[src/rtl/fifo_arb_pkg.sv]
// Shared definitions for the FIFO write-port arbiter: FSM encoding and the
// round-robin search helper.
package fifo_arb_pkg;

    typedef enum logic {
        IDLE  = 1'b0,
        GRANT = 1'b1
    } arb_state_t;

    localparam int MAX_REQ = 16;

    // Returns {found, idx}: first set bit of req at or after ptr, wrapping at n.
    function automatic logic [4:0] rr_pick(input logic [MAX_REQ-1:0] req,
                                           input logic [3:0]         ptr,
                                           input int                 n);
        logic [4:0] res;
        int         i;
        res = '0;
        for (int k = 0; k < MAX_REQ; k++) begin
            i = (int'(ptr) + k) % n;
            if (k < n && !res[4] && req[i]) begin
                res = {1'b1, 4'(i)};
            end
        end
        return res;
    endfunction

endpackage

[src/rtl/rr_arbiter.sv]
// Combinational round-robin arbiter: rotate req so ptr lands at bit 0,
// priority-encode, then rotate the winning index back.
module rr_arbiter
    import fifo_arb_pkg::*;
#(
    parameter int NREQ = 4,
    localparam int IDW = $clog2(NREQ)
) (
    input  logic [NREQ-1:0] req,
    input  logic [IDW-1:0]  ptr,
    output logic            found,
    output logic [IDW-1:0]  idx
);

    logic [NREQ-1:0]    rot;
    logic [MAX_REQ-1:0] rot_ext;
    logic [4:0]         pick;
    int                 rel;

    always_comb begin
        rot = '0;
        for (int k = 0; k < NREQ; k++) begin
            rot[k] = req[(k + int'(ptr)) % NREQ];
        end
        rot_ext = MAX_REQ'(rot);
        pick    = rr_pick(rot_ext, 4'd0, NREQ);
        found   = pick[4];
        rel     = int'(pick[3:0]);
        idx     = IDW'((rel + int'(ptr)) % NREQ);
    end

endmodule

[src/rtl/fifo_wr_arbiter.sv]
// Round-robin, burst-limited sharing of the dual-clock FIFO write port among
// NREQ write-domain requesters; back-pressures all requesters on wfull.
module fifo_wr_arbiter
    import fifo_arb_pkg::*;
#(
    parameter int DSIZE     = 8,
    parameter int NREQ      = 4,
    parameter int MAX_BURST = 4,
    localparam int IDW = $clog2(NREQ),
    localparam int CW  = (MAX_BURST > 1) ? $clog2(MAX_BURST) : 1
) (
    input  logic                  wclk,
    input  logic                  wrst,
    input  logic [NREQ-1:0]       req,
    input  logic [NREQ*DSIZE-1:0] req_data,
    output logic [NREQ-1:0]       gnt,
    output logic [NREQ-1:0]       ack,
    output logic [IDW-1:0]        owner,
    output logic                  busy,
    input  logic                  wfull,
    output logic                  winc,
    output logic [DSIZE-1:0]      wdata
);

    localparam logic [CW-1:0]  LAST_BEAT = CW'(MAX_BURST - 1);
    localparam logic [IDW-1:0] LAST_REQ  = IDW'(NREQ - 1);

    arb_state_t     state_q, state_d;
    logic [IDW-1:0] owner_q, owner_d;
    logic [IDW-1:0] ptr_q, ptr_d;
    logic [CW-1:0]  cnt_q, cnt_d;

    logic           beat;
    logic           release_now;
    logic [IDW-1:0] arb_ptr;
    logic           arb_found;
    logic [IDW-1:0] arb_idx;

    // On release the search starts just past the outgoing owner, so the owner
    // itself is considered last and only regranted when nobody else waits.
    rr_arbiter #(.NREQ(NREQ)) u_rr (
        .req   (req),
        .ptr   (arb_ptr),
        .found (arb_found),
        .idx   (arb_idx)
    );

    always_comb begin
        beat        = 1'b0;
        release_now = 1'b0;
        arb_ptr     = ptr_q;
        if (state_q == GRANT) begin
            beat        = req[owner_q] & ~wfull;
            release_now = ~req[owner_q] | (beat & (cnt_q == LAST_BEAT));
        end
        if (release_now) begin
            arb_ptr = (owner_q == LAST_REQ) ? '0 : owner_q + 1'b1;
        end
    end

    always_comb begin
        state_d = state_q;
        owner_d = owner_q;
        ptr_d   = ptr_q;
        cnt_d   = cnt_q;
        case (state_q)
            IDLE: begin
                if (arb_found) begin
                    state_d = GRANT;
                    owner_d = arb_idx;
                end
            end
            GRANT: begin
                if (release_now) begin
                    ptr_d = arb_ptr;
                    cnt_d = '0;
                    if (arb_found) begin
                        owner_d = arb_idx;
                    end else begin
                        state_d = IDLE;
                    end
                end else if (beat) begin
                    cnt_d = cnt_q + 1'b1;
                end
            end
            default: state_d = IDLE;
        endcase
    end

    always_ff @(posedge wclk) begin
        if (wrst) begin
            state_q <= IDLE;
            owner_q <= '0;
            ptr_q   <= '0;
            cnt_q   <= '0;
        end else begin
            state_q <= state_d;
            owner_q <= owner_d;
            ptr_q   <= ptr_d;
            cnt_q   <= cnt_d;
        end
    end

    always_comb begin
        gnt = '0;
        if (state_q == GRANT) begin
            gnt[owner_q] = 1'b1;
        end
        ack   = beat ? gnt : '0;
        busy  = (state_q == GRANT);
        owner = owner_q;
        winc  = beat;
        wdata = req_data[int'(owner_q)*DSIZE +: DSIZE];
    end

endmodule

[config.mk]
export PLATFORM = sky130hd
export DESIGN_NAME = fifo_wr_arbiter
export DESIGN_NICKNAME = d
export VERILOG_FILES = /design/src/rtl/fifo_arb_pkg.sv /design/src/rtl/rr_arbiter.sv /design/src/rtl/fifo_wr_arbiter.sv
export SDC_FILE = /design/constraint.sdc
export NUM_CORES = 1
export LEC_CHECK = 0
export ABC_AREA = 0
export BUFFER_PORTS_ARGS = -buffer_cell sky130_fd_sc_hd__buf_2
export CORE_UTILIZATION = 40
export CTS_CLUSTER_SIZE = 20
export DETAILED_ROUTE_END_ITERATION = 10
export PLACE_DENSITY = 0.78
export SYNTH_ARGS = -nofsm -noshare
export SYNTH_HDL_FRONTEND = slang
export SYNTH_SLANG_ARGS = --single-unit
[constraint.sdc]
create_clock -name wclk -period 8.42 [get_ports wclk]
set_clock_uncertainty 0.15 [all_clocks]
set_input_delay 1.263 -clock wclk [delete_from_list [all_inputs] [get_ports wclk]]
set_output_delay 1.263 -clock wclk [all_outputs]
set_load 0.1 [all_outputs]
## Word level (Yosys, flattened, before mapping)

Index checks and enable logic that the tools add are counted.

- Bits in registers: 7
- Input port bits: 39
- Word-level logic and storage cells: 75

- Add/sub/neg operators: 6
- Order comparisons: 6
- Eq/ne operators: 3
- Shift-type cells: 1
- Muxes and demuxes: 33
- Bitwise gates (word level): 9
- Reductions and logical operators: 13

Operators with widths:

| kind | count |
|---|---|
| indexed part select 32 x 6 -> 8 bit | 1 |
| 2-to-1 mux 5 bit | 4 |
| 2-to-1 mux 1 bit | 13 |
| < comparator 3 x 4 -> 1 bit (second input constant) | 3 |
| 2-to-1 mux 2 bit | 6 |
| binary-select mux 1 bit (select 2 bit) | 5 |
| 2-to-1 mux 4 bit | 2 |
| < comparator 2 x 3 -> 1 bit (second input constant) | 2 |
| OR reduction 2 bit | 3 |
| adder 2 x 1 -> 2 bit (second input constant) | 2 |
| adder 2 bit (first input constant) | 2 |
| == test 2 bit (second input constant) | 2 |
| logical AND 1 bit | 4 |
| one-hot mux 2 bit (2 select lines) | 1 |
| AND reduction 2 bit | 2 |
| AND 1 bit (first input constant) | 3 |
| logical NOT 1 bit | 3 |
| inverter 1 bit | 3 |
| adder 1 x 2 -> 2 bit (first input constant) | 1 |
| adder 2 bit | 1 |
| AND 1 bit | 2 |
| demux 1 bit (select 2 bit) | 1 |
| >= comparator 2 x 1 -> 1 bit (second input constant) | 1 |
| inequality test 2 x 1 -> 1 bit (second input constant) | 1 |
| 3 further kinds | 3 |

## Logic depth before layout (Yosys ltp)

- Word-level depth: 25
- Mapped depth: 12

## Modules after synthesis

From an unflattened synthesis, not the netlist that was laid out.

- Cells, all modules: 94
- Area total of the unflattened synthesis: 913.4 sq um

By module, submodules not included:

| module | times used | cells an instance | area each (sq um) |
|---|---|---|---|
| fifo_wr_arbiter | 1 | 66 | 721.9 |
| rr_arbiter | 1 | 28 | 191.4 |

## Least setup slack after synthesis

Ideal clock, no wire load.

- Kind: reg2out
- From: reg owner_q[1], in the netlist owner[1]
- To: out ack[0]
- Data arrival time: 4.861 ns
- Path slack: 2.146 ns
- Cell stages (with the launch flop): 7
- Path buffers: 1
- Cell sequence: dfxtp_1 > buf_1 > inv_1 > nand2_1 > o21ai_0 > nor3_1 > and2_1

RTL lines:

| item | RTL line | source |
|---|---|---|
| from (decl) | fifo_wr_arbiter.sv:29 | `logic [IDW-1:0] owner_q, owner_d;` |
| from (signal assigned) | fifo_wr_arbiter.sv:98 | `owner_q <= owner_d;` |
| binary-select mux 1 bit (select 2 bit) | fifo_wr_arbiter.sv:53 | `beat = req[owner_q] & ~wfull;` |
| 2-to-1 mux 1 bit (implied by the code) | fifo_wr_arbiter.sv:53 |  |
| AND 1 bit | fifo_wr_arbiter.sv:53 |  |
| 2-to-1 mux 1 bit | fifo_wr_arbiter.sv:52 | `if (state_q == GRANT) begin` |
| via winc | fifo_wr_arbiter.sv:21 | `output logic winc,` |
| 2-to-1 mux 4 bit | fifo_wr_arbiter.sv:109 | `ack = beat ? gnt : '0;` |
| to (decl) | fifo_wr_arbiter.sv:17 | `output logic [NREQ-1:0] ack,` |

The timed path passes the listed nets, and every way through them passes these cells. The select of a mux whose other input is x is not followed.

## Worst setup path in the final report

- From: in req[1]
- To: out ack[2]

- Cells in the longest elaborated chain, start to end: 5

Ends and longest elaborated chain:

| item | RTL line | source |
|---|---|---|
| from (decl) | fifo_wr_arbiter.sv:14 | `input logic [NREQ-1:0] req,` |
| binary-select mux 1 bit (select 2 bit) | fifo_wr_arbiter.sv:53 |  |
| 2-to-1 mux 1 bit (implied by the code) | fifo_wr_arbiter.sv:53 |  |
| AND 1 bit | fifo_wr_arbiter.sv:53 |  |
| 2-to-1 mux 1 bit | fifo_wr_arbiter.sv:52 |  |
| 2-to-1 mux 4 bit | fifo_wr_arbiter.sv:109 |  |

No other way between the ends. The select of a mux whose other input is x is not followed.

==> summary.md <==
| Metric | Value |
|---|---|
| CP endpoint kind | `output pin` |
| Dpl hpwl | `2030 um` |
| Fin. Hold Viols | `0` |
| Storage cell area | `140 um^2` |
| Drt first pass iters | `4` |
| Fin crit share | `49.4%` |
| Clk_lat worst skew | `0.26 ns` |
| Seq/Total Area, Yosys | `16.9%` |
| Largest net degree at the start of global routing | `17` |
| Crit path time final | `4.16 ns` |
| # rows | `16` |
| Required @ worst endpoint | `7.01 ns` |
| Area of the mapped netlist | `830 um^2` |
| Most common cell on crit path | `buf_2` |
| Area Overhead vs Synth | `40.7%` |
| CP max-delay cell | `buf_2` |
| Pleak | `0.000579 uW` |
| Seq pwr share | `13.4%` |
| Post-synthesis mux area share | `28.5%` |
| Clk slew on worst S/H paths | `0.05 ns` |
| Vias in the first global route | `844` |
| Crit path max-delay family | `simple AND/OR/NAND/NOR gates` |
| Remaining DRCs | `0` |
| Clock root cell | `clkbuf_4` |
| FMAX | `241 MHz` |
| Post-CTS Setup Bufs | `0` |
| Boundary pin count | `59` |
| Synthesized net count | `140` |
| CP arrival | `2.74 ns` |
| Chip Height | `47.5 um` |
| Buf+Inv Stages, Crit Path | `2` |
| Max cap viols | `0` |
| Layout cell share with drive strength beyond 1 | `46.8%` |
| RSZ-0062 raised after global routing | `no` |
| NetSw | `333 uW` |
| Final setup violation count | `0` |
| Setup tns final | `0 ns` |
| Main combinational cell family by area after synthesis | `multiplexers` |
| Synth Warn # | `0` |
| H-Tree Level Count | `1` |
| Adder-cell share of the synthesized area | `9.05%` |
| Drt total wl | `2490 um` |
| Power Internal | `155 uW` |
| Worst setup SP type | `input port` |
| Highest fanout seen on the critical path | `5` |
| Sw frac | `68.2%` |
| Worst slew pin tran | `0.759 ns` |
| Syn avg cell area | `8.73 um^2` |
| Placed Instance Area | `0.00114 mm^2` |
| Syn Inst Count | `95` |
| Max_slew headroom | `49.3%` |
| Clock power frac | `6.8%` |
| Final Util | `59.5%` |
| CTS tree | `done` |
| CTS Sinks | `7` |
| Total CTS buffers | `3` |
| Post-synth cell types | `33` |
| Post-cts hold buffer count | `0` |
| Die W | `47.5 um` |
| Initial cell density of the core | `42.3%` |
| Top FF cell, synth | `dfxtp_1` |
| Post-synth EDFFs | `0` |
| RD Place Congestion | `0.820` |
| Routed Antenna Nets | `0` |
| Synth Area in Compound Gates | `14.0%` |
| Register bit count reported by yosys | `7` |
| Max incr delay on CP | `0.42 ns` |
| Layout fillers | `194` |
| Initial antenna violation count | `0` |
| Worst path cell trace | `buf_2, mux2i_1, nand2_1, o21ai_0, nor3_1, and2_1, buf_2` |
| Via count | `1010` |
| Post-cts resize count | `0` |
| Hold WC Path Type | `reg -> reg` |
| Diode count | `0` |
| Area of the multi-input gates | `651 um^2` |
| Power Dens Cells | `418 mW/mm^2` |
| Die ar. | `0.00226 mm^2` |
| Core region area | `0.00196 mm^2` |
| Routed len/inst | `13.7 um` |
| Nets@finish | `200` |
| Cell area after layout | `0.00117 mm^2` |
| Crit Path Category | `in -> out` |
| Hold Slack | `0.369 ns` |
| Fraction of registers with async set/reset | `0%` |
| GRT overflow | `0` |
| Via/cell ratio | `5.58` |
| Slew Viols, Final | `0` |
| Total GRT Usage | `21.3%` |
| Maximum vdd ir drop | `0.234 mV` |
| Simple-Gate Fraction of Synth Area | `25.8%` |
| Max clock buf depth | `2` |
| Logic pwr share | `79.8%` |
| Initial DRC count | `31` |
| Synth Area in XOR/XNOR | `1.06%` |
| First-pass GRT wire length | `3380 um` |
| Port-buffer cells | `58` |
| Status | `finished, final reports clean` |
==> state kept, by name (all words and copies together) (netlist names) <==
name,flops
owner,2
busy,1
cnt_q,2
ptr_q,2
==> path summary, 6_finish.rpt <==
path / from / endpoint / slack [ns] / depth (start not counted)
max: req[1] / ack[2] / 4.26 / 7
min: cnt_q[1]$_SDFFE_PP0P_ / cnt_q[1]$_SDFFE_PP0P_ / 0.37 / 2
max reg2reg: owner[0]$_SDFFE_PP0P_ / owner[1]$_SDFFE_PP0P_ / 4.89 / 11
min reg2reg: cnt_q[1]$_SDFFE_PP0P_ / cnt_q[1]$_SDFFE_PP0P_ / 0.37 / 2
==> synth_stat cells, types with 2 or more instances <==
cell / instances / area (um^2)
nor2_1: 10 / 37.5
and2_1: 8 / 50.1
mux4_2: 8 / 180
dfxtp_1: 7 / 140
inv_1: 7 / 26.3
ha_1: 6 / 75.1
a21oi_1: 5 / 25.0
nor3_1: 5 / 25.0
mux2i_1: 3 / 30.0
nand2_1: 3 / 11.3
o21ai_0: 3 / 15.0
or3_1: 3 / 18.8
a211o_1: 2 / 17.5
buf_1: 2 / 7.51
nand3_1: 2 / 10.0
nand4_1: 2 / 12.5
nor2b_1: 2 / 12.5
nor4_1: 2 / 12.5
==> kinds of logic (layout without fill, tap and decap cells) <==
family | count (synthesis) | in the layout
AO/OA/AOI/OAI | 18 | 18
XOR/XNOR | 1 | 1
adder cells (fa/ha/maj) | 6 | 6
buffers and inverters | 10 | 69
flip-flops | 7 | 7
multiplexers | 13 | 13
AND/OR/NAND/NOR | 40 | 40
==> per-layer routing <==
layer  global-route usage, %  share of wire, %  up-vias
met1                    22.9                37      462
met5                       0                 0        -
li1                        -                 -      476
met4                    6.67               1.2        0
met3                    3.40                10        6
met2                    41.9                51       66
==> worst min-delay path, cell delays in order, from the launching register on <==
cell	delay [ns]
dfxtp_1	0.33
a22oi_1	0.08
nor2_1	0.07
==> cell type report <==
class | instances | share of cell area [%]
clock buffers | 4 | 2.25
flip-flops and latches | 7 | 12.0
repair buffers | 58 | 24.9
inverters | 7 | 2.25
well taps | 27 | 2.89
multi-input cells | 78 | 55.7
==> per-stage QoR <==
step / setup slack, ns / instances / power, uW
6_report: 4.26 / 181 / 488
5_1_grt: 4.15 / 181 / 513
4_1_cts: 4.29 / 181 / 489
3_5_place_dp: 4.28 / 177 / 454
3_3_place_gp: 4.39 / 177 / 449
2_1_floorplan: 2.15 / 95 / 397
==> power groups by stage <==
stage          sequential, uW  clock, uW  combinational, uW
2_1_floorplan            81.3          0                315
3_3_place_gp             66.2          0                383
3_5_place_dp             67.0          0                387
4_1_cts                  66.2       33.8                389
5_1_grt                  69.6       35.0                408
6_report                 65.5       32.9                389
==> cell usage in the layout (no fill, tap or decap), types with 2 or more instances in the layout <==
cell       n
a211o_1    2
a21oi_1    5
and2_1     8
buf_2     58
clkbuf_4   3
dfxtp_1    7
ha_1       6
inv_1      7
mux2i_1    3
mux4_2     8
nand2_1    3
nand3_1    2
nand4_1    2
nor2_1    10
nor2b_1    2
nor3_1     5
nor4_1     2
o21ai_0    3
or3_1      3
No activity file was read; power rests on OpenSTA's default activity.
